## config.mk

```make
export PLATFORM = sky130hd
export DESIGN_NAME = decoder_sched
export DESIGN_NICKNAME = d
export VERILOG_FILES = /design/src/rtl/decoder_sched.sv
export SDC_FILE = /design/constraint.sdc
export NUM_CORES = 1
export LEC_CHECK = 0
export ABC_AREA = 1
export CORE_AREA = 10 10 68 70
export DETAILED_ROUTE_END_ITERATION = 12
export DIE_AREA = 0 0 78 80
export GPL_ROUTABILITY_DRIVEN = 0
export PLACE_DENSITY = 0.74
export SETUP_SLACK_MARGIN = 0.05
export SLEW_MARGIN = 15
export SYNTH_ARGS = -nofsm -noshare
export SYNTH_HDL_FRONTEND = slang
export SYNTH_SLANG_ARGS = --single-unit
export TNS_END_PERCENT = 50
```

## constraint.sdc

```tcl
create_clock -name clock -period 1.9 [get_ports clock]
set_input_delay 0.57 -clock clock [delete_from_list [all_inputs] [get_ports clock]]
set_output_delay 0.57 -clock clock [all_outputs]
set_load 0.02 [all_outputs]
```

## src/rtl/decoder_sched.sv

```systemverilog
// Round-robin scheduler sharing one decoder among four requesters over a four-phase req/ack handshake.
// Optional ack-wait timeout with sticky err: define DECODER_SCHED_TIMEOUT_EN.
module decoder_sched #(
  parameter int N_REQ   = 4,
  parameter int DW      = 7,
  parameter int TIMEOUT = 15
) (
  input  logic               clock,
  input  logic               rst_n,
  input  logic [N_REQ-1:0]   req_valid,
  input  logic [N_REQ*DW-1:0] req_data,
  output logic [N_REQ-1:0]   req_ready,
  output logic [DW-1:0]      dec_data,
  output logic               dec_req,
  input  logic               dec_ack,
  output logic [1:0]         grant_id,
  output logic               busy,
  output logic               err
);

  typedef enum logic [1:0] {
    IDLE     = 2'd0,
    WAIT_ACK = 2'd1,
    WAIT_REL = 2'd2
  } state_t;

  // The arbiter uses a 2-bit pointer; any other requester count or a zero limit is unusable.
  if (N_REQ != 4 || TIMEOUT < 1) begin : g_bad_params
    $fatal(1, "decoder_sched: N_REQ must be 4 and TIMEOUT must be at least 1");
  end

  state_t     state;
  logic [1:0] last_grant;
  logic [1:0] win_id;
  logic       win_any;
  logic       accept;
  logic       ack_m;
  logic       ack_s;
  logic       tmo;

  // dec_ack comes from another timing domain; only the second flop feeds the FSM.
  // NOTE: sequential state uses <= so every flop samples pre-edge values, regardless of statement order.
  always_ff @(posedge clock or negedge rst_n) begin
    if (!rst_n) begin
      ack_m <= 1'b0;
      ack_s <= 1'b0;
    end else begin
      ack_m <= dec_ack;
      ack_s <= ack_m;
    end
  end

  // Search starts one past the previous winner; k = 4 wraps back to last_grant itself.
  // NOTE: outputs get a default before the loop so no path leaves them unassigned (no latch).
  always_comb begin
    win_any = 1'b0;
    win_id  = last_grant;
    for (int k = 1; k <= 4; k++) begin
      if (!win_any && req_valid[2'(last_grant + 2'(k))]) begin
        win_any = 1'b1;
        win_id  = 2'(last_grant + 2'(k));
      end
    end
  end

  assign accept    = (state == IDLE) && win_any;
  assign req_ready = accept ? (N_REQ'(1) << win_id) : '0;
  assign busy      = (state != IDLE);

`ifdef DECODER_SCHED_TIMEOUT_EN
  localparam int CW = $clog2(TIMEOUT + 1);

  logic [CW-1:0] to_cnt;
  logic          err_q;

  // Fires on the TIMEOUT-th cycle spent in WAIT_ACK without a synchronized ack.
  assign tmo = (state == WAIT_ACK) && !ack_s && (to_cnt == CW'(TIMEOUT - 1));

  always_ff @(posedge clock or negedge rst_n) begin
    if (!rst_n) begin
      to_cnt <= '0;
      err_q  <= 1'b0;
    end else begin
      if (accept) begin
        to_cnt <= '0;
      end else if (state == WAIT_ACK) begin
        to_cnt <= to_cnt + CW'(1);
      end
      if (tmo) begin
        err_q <= 1'b1;
      end
    end
  end

  assign err = err_q;
`else
  assign tmo = 1'b0;
  assign err = 1'b0;
`endif

  // NOTE: every register here is reset, since dec_data/grant_id are visible outputs from reset on.
  always_ff @(posedge clock or negedge rst_n) begin
    if (!rst_n) begin
      state      <= IDLE;
      dec_req    <= 1'b0;
      dec_data   <= '0;
      grant_id   <= 2'd0;
      last_grant <= 2'd3;
    end else begin
      case (state)
        IDLE: begin
          if (accept) begin
            dec_data   <= req_data[int'(win_id) * DW +: DW];
            grant_id   <= win_id;
            last_grant <= win_id;
            dec_req    <= 1'b1;
            state      <= WAIT_ACK;
          end
        end
        WAIT_ACK: begin
          if (ack_s || tmo) begin
            dec_req <= 1'b0;
            state   <= WAIT_REL;
          end
        end
        WAIT_REL: begin
          if (!ack_s) begin
            state <= IDLE;
          end
        end
        default: begin
          dec_req <= 1'b0;
          state   <= IDLE;
        end
      endcase
    end
  end

endmodule

```

Word-level counts from Yosys, hierarchy flattened
Cells that the tools add are included.

storage, ports and cells
  register bits = 16
  input port bits = 35

operators by class
  $add $sub $neg = 3
  multipliers = 1
  $lt $le $gt $ge = 4
  equality and inequality tests = 5
  shifts and indexed selects = 2
  multiplexer cells = 24
  bitwise gates (word level) = 1
  reduce and logical (&&, ||, !) cells = 12

operator list
  cell                                                                          number
  28-bit by 6-bit indexed part select with 7-bit output                         1
  2-bit two-way mux                                                             7
  2-bit by 3-bit less-than comparator with 1-bit output, second input constant  4
  1-bit two-way mux                                                             10
  1-bit binary-select mux with 2-bit select                                     4
  2-bit != test, second input constant                                          3
  2-bit one-hot mux with 3 select lines                                         1
  3-bit AND reduction                                                           2
  2-bit by 3-bit multiplier with 5-bit output, second input constant            1
  2-bit adder, second input constant                                            2
  1-bit logical AND                                                             4
  4-bit two-way mux                                                             1
  1-bit by 2-bit left shift with 4-bit output, first input constant             1
  1-bit logical NOT                                                             3
  1-bit one-hot mux with 3 select lines                                         1
  2-bit by 1-bit adder with 2-bit output, second input constant                 1
  2-bit by 1-bit equality test with 1-bit output, second input constant         1
  2-bit equality test, second input constant                                    1
  2-bit logical NOT                                                             1
  2-bit AND reduction                                                           1
  2-bit nonzero test                                                            1
  1-bit NOT                                                                     1

Longest topological paths before layout
Gate-level depths: netlist of run 1.

  depth in word-level cells = 16
  gate-level depth with buffers = 14
  depth with buffers taken out = 13

Least setup slack after synthesis of run 1
No wires, ideal clock.

  path type = register to output
  from = register last_grant[0]
  to = output req_ready[1]
  data arrival time = 1.713 ns
  slack = -0.383 ns
  cell stages (with the launch flop) = 12
  path through = dfstp_2 buf_4 nand2_1 nand2_2 nand2_1 nand2_2 nand2_2 nand2_2 nand2_4 nand2_2 nand2_1 nor2_1

between the ends
  cells in the longest elaborated chain, start to end = 15

ends and longest elaborated chain
  what                                                                                     RTL line  source
  start: declaration                                                                       33        logic [1:0] last_grant;
  start signal: assignment                                                                 115       last_grant <= win_id;
  2-bit by 1-bit adder with 2-bit output                                                   59, 61
  1-bit binary-select mux with 2-bit select                                                59        if (!win_any && req_valid[2'(last_grant + 2'(k))]) begin
  1-bit two-way mux (not written as such)                                                  59
  1-bit two-way mux                                                                        59
  1-bit logical NOT                                                                        59
  1-bit logical AND                                                                        59
  1-bit two-way mux                                                                        59
  1-bit logical NOT                                                                        59
  1-bit logical AND                                                                        59
  1-bit two-way mux                                                                        59
  1-bit logical NOT                                                                        59
  1-bit logical AND                                                                        59
  2-bit two-way mux / 1-bit two-way mux (equally long branches)                            59
  1-bit by 2-bit left shift with 4-bit output / 1-bit logical AND (equally long branches)  67, 66
  4-bit two-way mux *                                                                      67        assign req_ready = accept ? (N_REQ'(1) << win_id) : '0;
  end: declaration                                                                         12        output logic [N_REQ-1:0] req_ready,

Every way passes the cells marked *; elsewhere a longest branch is shown, timed or not. The select of a mux whose other input is x is not followed.

Final worst setup path of run 1
  from = register last_grant[0]
  to = output req_ready[3]

Same word-level chain as after synthesis.

==> results.md, run 1 <==
- Violated checks: negative setup slack
- Hold-fix buffers, CTS: 0
- Adder-Cell Fraction of Synth Area: 0
- Antenna violations before repair: 0
- Die Ht: around 80 um
- Pre-antenna DRT Iters: 4
- Setup Slack @ Placement: -1.28 ns
- I/O pin count: 51
- Worst hold margin: 0.356 ns
- Max-cap check violation count: 0
- Period utilisation layout: 1.34
- Status: complete, but fails checks
- Yosys cell types: 21
- Most common cell after layout, fill and taps aside: nand2_1
- Die X: 78 um
- Fmax: about 390 MHz
- Synth warnings: 0
- Syn avg cell area: 6.66 um2
- Combinational family with the most area after synthesis: simple AND/OR/NAND/NOR gates
- Multi-input combinational cell area: slightly below 900 um2
- Cts bufs inserted: 3
- Total GRT Usage: 0.129
- Final Net Count: around 300
- Critical path class: register to output port
- Yosys reg bits: 16
- Initial Util: 0.363
- Area Overhead vs Synth: 82.9%
- Syn Nets: approximately 210
- Number of buffers added on ports: 49
- CP required: roughly 1.3 ns
- Final setup fails: 11
- Die ar.: ~6200 um2
- Drt wl/cell: 13.4 um
- Synth Area in Compound Gates: 0.0420
- Crit end category: output port
- Vias per cell: 4.92
- Total routed wirelength: ~4100 um
- RSZ-0062 raised after global routing: yes
- CTS tree: yes
- Peak supply drop: 0.964 mV
- HP Class: register to register
- Half-perimeter wire length after placement: roughly 3100 um
- H-tree depth: 1
- CTS sink count: 16
- Most frequent cells in the layout: nand2_1, nand3_1, clkdlybuf4s50_1, buf_4
- Routed via count: 1501
- Minimum clock period: 2.54 ns
- Part of the Yosys area used for sequential elements: 0.338
- Slew Viols, Final: 0
- Final WS setup: -0.638 ns
- Synth Area in Simple Gates: 0.537
- Syn Inst Count: between 150 and 200
- Skew final: roughly 0.0052 ns
- Pwr Total: roughly 4800 uW
- Final ANT Viol Nets: 0
- Final hold violations: 0
- Cell Rows: 21
- Clock Latency Late Sink: about 0.28 ns
- Setup TNS: -2.97 ns
- Arrival @ worst endpoint: approximately 2 ns
- Fill cell count: 282
- Mapped Area: approximately 1200 um2
- Core area: ~3300 um2
- First-pass GRT wire length: between 6000 and 7000 um
- Ratio of cells with drive above 1 in the final layout: 0.355
- Fin util: 0.664
- DR iter-0 viols: between 60 and 70
- Startpoint type of the worst setup path: register
- DRC Markers: 0
- Xor/xnor share of the synthesized area: 0
- Register area: about 400 um2
- Root Driver: clkbuf_4
- Mux share of post-synthesis cell area: 0
- Crit path max fanout: 7
- Clk buf depth: 2
- Clk pin slew, worst setup/hold paths: about 0.090 ns
- Inserted Diodes: 0
- Pwr Density: around 2200 nW/um2
- Number of global-route vias before repair: roughly 1500
- Largest net degree at the start of global routing: 15
- Overflow after GRT: 0
- Leakage: between 0.001 and 0.0015 uW
==> routing by layer <==
layer	part of all wire	vias to the layer above	global-route usage	wire length (um)
met4	0.011	0	0.0269	43
met1	0.38	681	0.137	1570
li1	-	749	-	-
met3	0.11	6	0.0653	442
met5	0	-	0	0
met2	0.50	65	0.226	2040
==> what timing repair did <==
item / CTS / global route
setup buffers: 5 / 5
endpoints found under the setup margin: 15 / 25
hold endpoints to repair: 0 / 0
resized for setup: 44 / 33
pin swaps: 11 / 17
==> flip-flops by register name, summed over array words and instances, names as in the netlist <==
| register | cells |
|---|---|
| dec_data | 7 |
| grant_id | 2 |
| last_grant | 2 |
| state | 2 |
| ack_m | 1 |
| ack_s | 1 |
| dec_req | 1 |
==> synthesized netlist by cell type <==
cell,number,area [um2]
nand2_4,3,33.8
conb_1,1,3.75
buf_4,3,22.5
dfstp_2,2,52.6
nor2_1,7,26.3
dfrtp_1,14,350
nor3_1,1,5.00
a21oi_1,5,25.0
buf_6,2,22.5
buf_2,2,10.0
nand2_2,10,62.6
nand3_1,50,250
nand2_1,61,229
or2_1,1,6.26
inv_1,6,22.5
o21ai_0,1,5.00
inv_2,3,11.3
o21ai_1,4,20.0
nand3_4,1,17.5
inv_4,1,6.26
nand3_2,1,10.0
==> final timing paths <==
| check | depth (start not counted) | end | slack [ns] | from |
|---|---|---|---|---|
| worst max-delay path | 12 | req_ready[3] | -0.64 | last_grant[0]$_DFFE_PN1P_ |
| min in group asynchronous | 1 | state[1]$_DFFE_PN0P_ | 0.50 | rst_n |
| max in group asynchronous | 2 | ack_m$_DFF_PN0_ | 0.99 | rst_n |
| worst min register to register | 0 | ack_s$_DFF_PN0_ | 0.36 | ack_m$_DFF_PN0_ |
| worst min-delay path | 0 | ack_s$_DFF_PN0_ | 0.36 | ack_m$_DFF_PN0_ |
| worst max register to register | 13 | dec_data[4]$_DFFE_PN0P_ | -0.08 | last_grant[0]$_DFFE_PN1P_ |
==> where the power goes <==
part           internal [uW]  leakage (uW)  switching, uW  total [uW]
registers                518      0.000190            100         618
clock network            117     0.0000210            103         219
logic                   1710      0.000927           2230        3940
==> cells by family (layout without fill, tap and decap cells) <==
logic type,after synthesis,count (layout)
and+or+nand+nor,135,135
buffers and inverters,17,97
DFF,16,16
AOI/OAI and AO/OA,10,10
other,1,1
==> through the flow <==
step | cell area [um2] | std cells
floorplan | 1250 | 179
global placement | 1920 | 291
detailed placement | 1920 | 291
CTS | 2030 | 300
global route | 2180 | 305
finish | 2180 | 305
==> worst max-delay path, stage by stage (launching register included) <==
cell and delay [ns]:
dfstp_2 0.59, buf_6 0.14, nand2_1 0.07, nand2_2 0.09, nand2_1 0.09, nand2_4 0.11, nand2_4 0.07, nand2_4 0.07
nand2_4 0.06, nand2_4 0.08, nand2_4 0.07, nor2_4 0.12, buf_6 0.12
==> final cells by class <==
cell class,instances,area share
Inverter,10,0.0195
Clock buffer,4,0.0166
Timing Repair Buffer,83,0.356
Sequential cell,16,0.185
Multi-Input combinational cell,146,0.396
Tap cell,46,0.0264
Power figures use the tool's default switching activity.
==> inputs of run 2 (changes only) <==
SETUP_SLACK_MARGIN = unset   (was 0.05)
==> run 2 against run 1 <==
Effect of this change:
- the flow still finishes with violations (negative setup slack)
- worst setup slack worse by 0.0012 ns
- first-iteration DRC count rose by 49%
- utilization fell by 0.50 points
- critical endpoint unchanged
- largest power group unchanged
==> results.md, run 2 (synthesis results as in run 1) <==
- Status: complete, but fails checks
- Violated checks: negative setup slack
- Die X: 78 um (unchanged)
- Multi-input combinational cell area: 865 um2 (unchanged)
- Half-perimeter wire length after placement: 3110 um (unchanged)
- Register area: 403 um2 (unchanged)
- Area Overhead vs Synth: 81.5%
- Cell Rows: 21 (unchanged)
- First-pass GRT wire length: 6760 um (unchanged)
- Initial Util: 0.363 (unchanged)
- CP bufs+invs: 2 (unchanged)
- Final ANT Viol Nets: 0 (unchanged)
- Crit path cell chain: buf_6 -> nand2_1 -> nand2_2 -> nand2_1 -> nand2_4 -> nand2_4 -> nand2_4 -> nand2_4 -> nand2_4 -> nand2_4 -> nor2_4 -> buf_6
- Fill cell count: 285 (+1.1%)
- Cell repeated most along the worst path: nand2_4
- Post-route cell area: 2160 um2 (-0.75%)
- Final WS setup: -0.639 ns (-0.00116 ns)
- DR iter-0 viols: 97 (+49%)
- Crit-path leading delay family: simple AND/OR/NAND/NOR gates
- Fmax: 394 MHz (about the same)
- Largest net degree at the start of global routing: 15 (unchanged)
- R2R setup slack: -0.09 ns (about the same)
- Levels on crit path: 12 (unchanged)
- Startpoint type of the worst setup path: register
- Min-Delay Path Depth: 0 (unchanged)
- Area of placed instances: 1920 um2 (unchanged)
- Final hold violations: 0 (unchanged)
- Total routed wirelength: 4030 um (-1.3%)
- I/O pin count: 51 (unchanged)
- Crit path max fanout: 7 (unchanged)
- Skew final: 0.00419 ns (-0.00106 ns)
- Clock Latency Late Sink: 0.28 ns (about the same)
- Peak supply drop: 0.964 mV (about the same)
- Most common cell after layout, fill and taps aside: nand2_1
- Cts bufs inserted: 3 (unchanged)
- Period utilisation layout: 1.34 (about the same)
- Routed via count: 1493 (-0.53%)
- Crit end category: output port
- H-tree depth: 1 (unchanged)
- CP required: 1.33 ns (about the same)
- Critical path class: register to output port
- Die Ht: 80 um (unchanged)
- Clk buf depth: 2 (unchanged)
- Max-cap check violation count: 0 (unchanged)
- Arrival @ worst endpoint: 1.97 ns (about the same)
- Largest Register: dec_data
- Pwr Density: 2220 nW/um2 (+1.1%)
- Final setup fails: 11 (unchanged)
- DRC Markers: 0 (unchanged)
- Setup Slack @ Placement: -1.28 ns (unchanged)
- Total GRT Usage: 0.129 (unchanged)
- Drt wl/cell: 13.2 um (-1.3%)
- CTS tree: yes
- Final Net Count: 295 (unchanged)
- Slew Viols, Final: 0 (unchanged)
- Overflow after GRT: 0 (unchanged)
- Crit-path slowest cell: dfstp_2
- Minimum clock period: 2.54 ns (+0.00116 ns)
- Leakage: 0.00106 uW (-6.7%)
- R2R depth: 13 (unchanged)
- Pre-antenna DRT Iters: 4 (unchanged)
- HP Class: register to register
- Core area: 3280 um2 (unchanged)
- Most frequent cells in the layout: nand2_1, nand3_1, clkdlybuf4s50_1
- Number of global-route vias before repair: 1539 (unchanged)
- RSZ-0062 raised after global routing: yes
- Ratio of cells with drive above 1 in the final layout: 0.355 (unchanged)
- Root Driver: clkbuf_4
- Die ar.: 6240 um2 (unchanged)
- Worst path max stage delay: 0.59 ns (about the same)
- Inserted Diodes: 0 (unchanged)
- Number of flip-flops in the largest register: 7 (unchanged)
- Number of buffers added on ports: 49 (unchanged)
- CTS sink count: 16 (unchanged)
- Antenna violations before repair: 0 (unchanged)
- Clk pin slew, worst setup/hold paths: 0.09 ns (about the same)
- Vias per cell: 4.90 (-0.53%)
-- run 2: cell count changes in the layout (fill, tap and decap cells not counted) --
cell and change:
buf_2 -1, dlygate4sd2_1 -1, clkbuf_2 +1, dlymetal6s2s_1 -7
clkdlybuf4s50_1 +8
-- run 2: final timing paths --
path,startpoint,to
min in group asynchronous,rst_n,state[1]$_DFFE_PN0P_
setup reg to reg,last_grant[0]$_DFFE_PN1P_,dec_data[4]$_DFFE_PN0P_
setup / recovery,last_grant[0]$_DFFE_PN1P_,req_ready[3]
max in group asynchronous,rst_n,ack_m$_DFF_PN0_
hold / removal,ack_m$_DFF_PN0_,ack_s$_DFF_PN0_
hold reg to reg,ack_m$_DFF_PN0_,ack_s$_DFF_PN0_
-- run 2: routing by layer --
layer / part of all wire / vias up / global-route usage
met2: 0.49 / 55 / 0.226
met3: 0.11 / 6 / 0.0653
met1: 0.39 / 683 / 0.137
met4: 0.011 / 0 / 0.0269
met5: 0 / - / 0
li1: - / 749 / -
-- run 2: layout make-up --
cell class | instances | area share
tap | 46 | 0.0266
clock buffer | 4 | 0.0168
sequential | 16 | 0.186
inverter | 10 | 0.0197
timing repair buffer | 83 | 0.351
multi-input combinational | 146 | 0.399
-- run 2: worst reg2reg max path, stage by stage, from the launching register on --
cell and delay [ns]:
dfstp_2 0.59, inv_4 0.08, nand2_1 0.08, nand2_2 0.08, nand2_1 0.11, nand2_4 0.08
nand2_4 0.09, nand3_4 0.11, buf_4 0.14, buf_4 0.17, nand3_1 0.10, nand3_1 0.12
nand3_2 0.09, nand2_1 0.06
-- run 2: power breakdown --
| part | leakage [uW] | internal [uW] | total, uW | switching (uW) |
|---|---|---|---|---|
| Combinational | 0.000851 | 1730 | 3960 | 2230 |
| Clock | 0.0000210 | 117 | 219 | 102 |
| Sequential | 0.000190 | 518 | 621 | 103 |
| Total | 0.00106 | 2360 | 4790 | 2430 |
-- run 2: repair_timing --
item,4_1_cts,5_1_grt
hold buffers,0,0
buffers inserted,5,5
endpoints found under the setup margin,14,18
endpoints found under the hold margin,0,0
pin swaps,11,16
gates resized for setup,41,27
-- run 2: through the flow --
stage / utilization / total power, uW / hold slack (ns) / TNS [ns] / std cells
after floorplan: - / 2770 / 0.274 / -1.06 / 179
after global placement: 0.585 / 3940 / 0.333 / -9.37 / 291
after detailed placement: 0.585 / 3980 / 0.338 / -9.80 / 291
after CTS: 0.619 / 4420 / 0.358 / -3.18 / 300
after global routing: 0.659 / 5230 / 0.387 / -4.78 / 305
final: 0.659 / 4790 / 0.356 / -2.99 / 305
==> inputs of run 3 (changes only) <==
CTS_CLUSTER_SIZE = 28   (was unset)
==> results of run 3 <==
The final DEF is identical to that of run 2; final timing and power are the same.
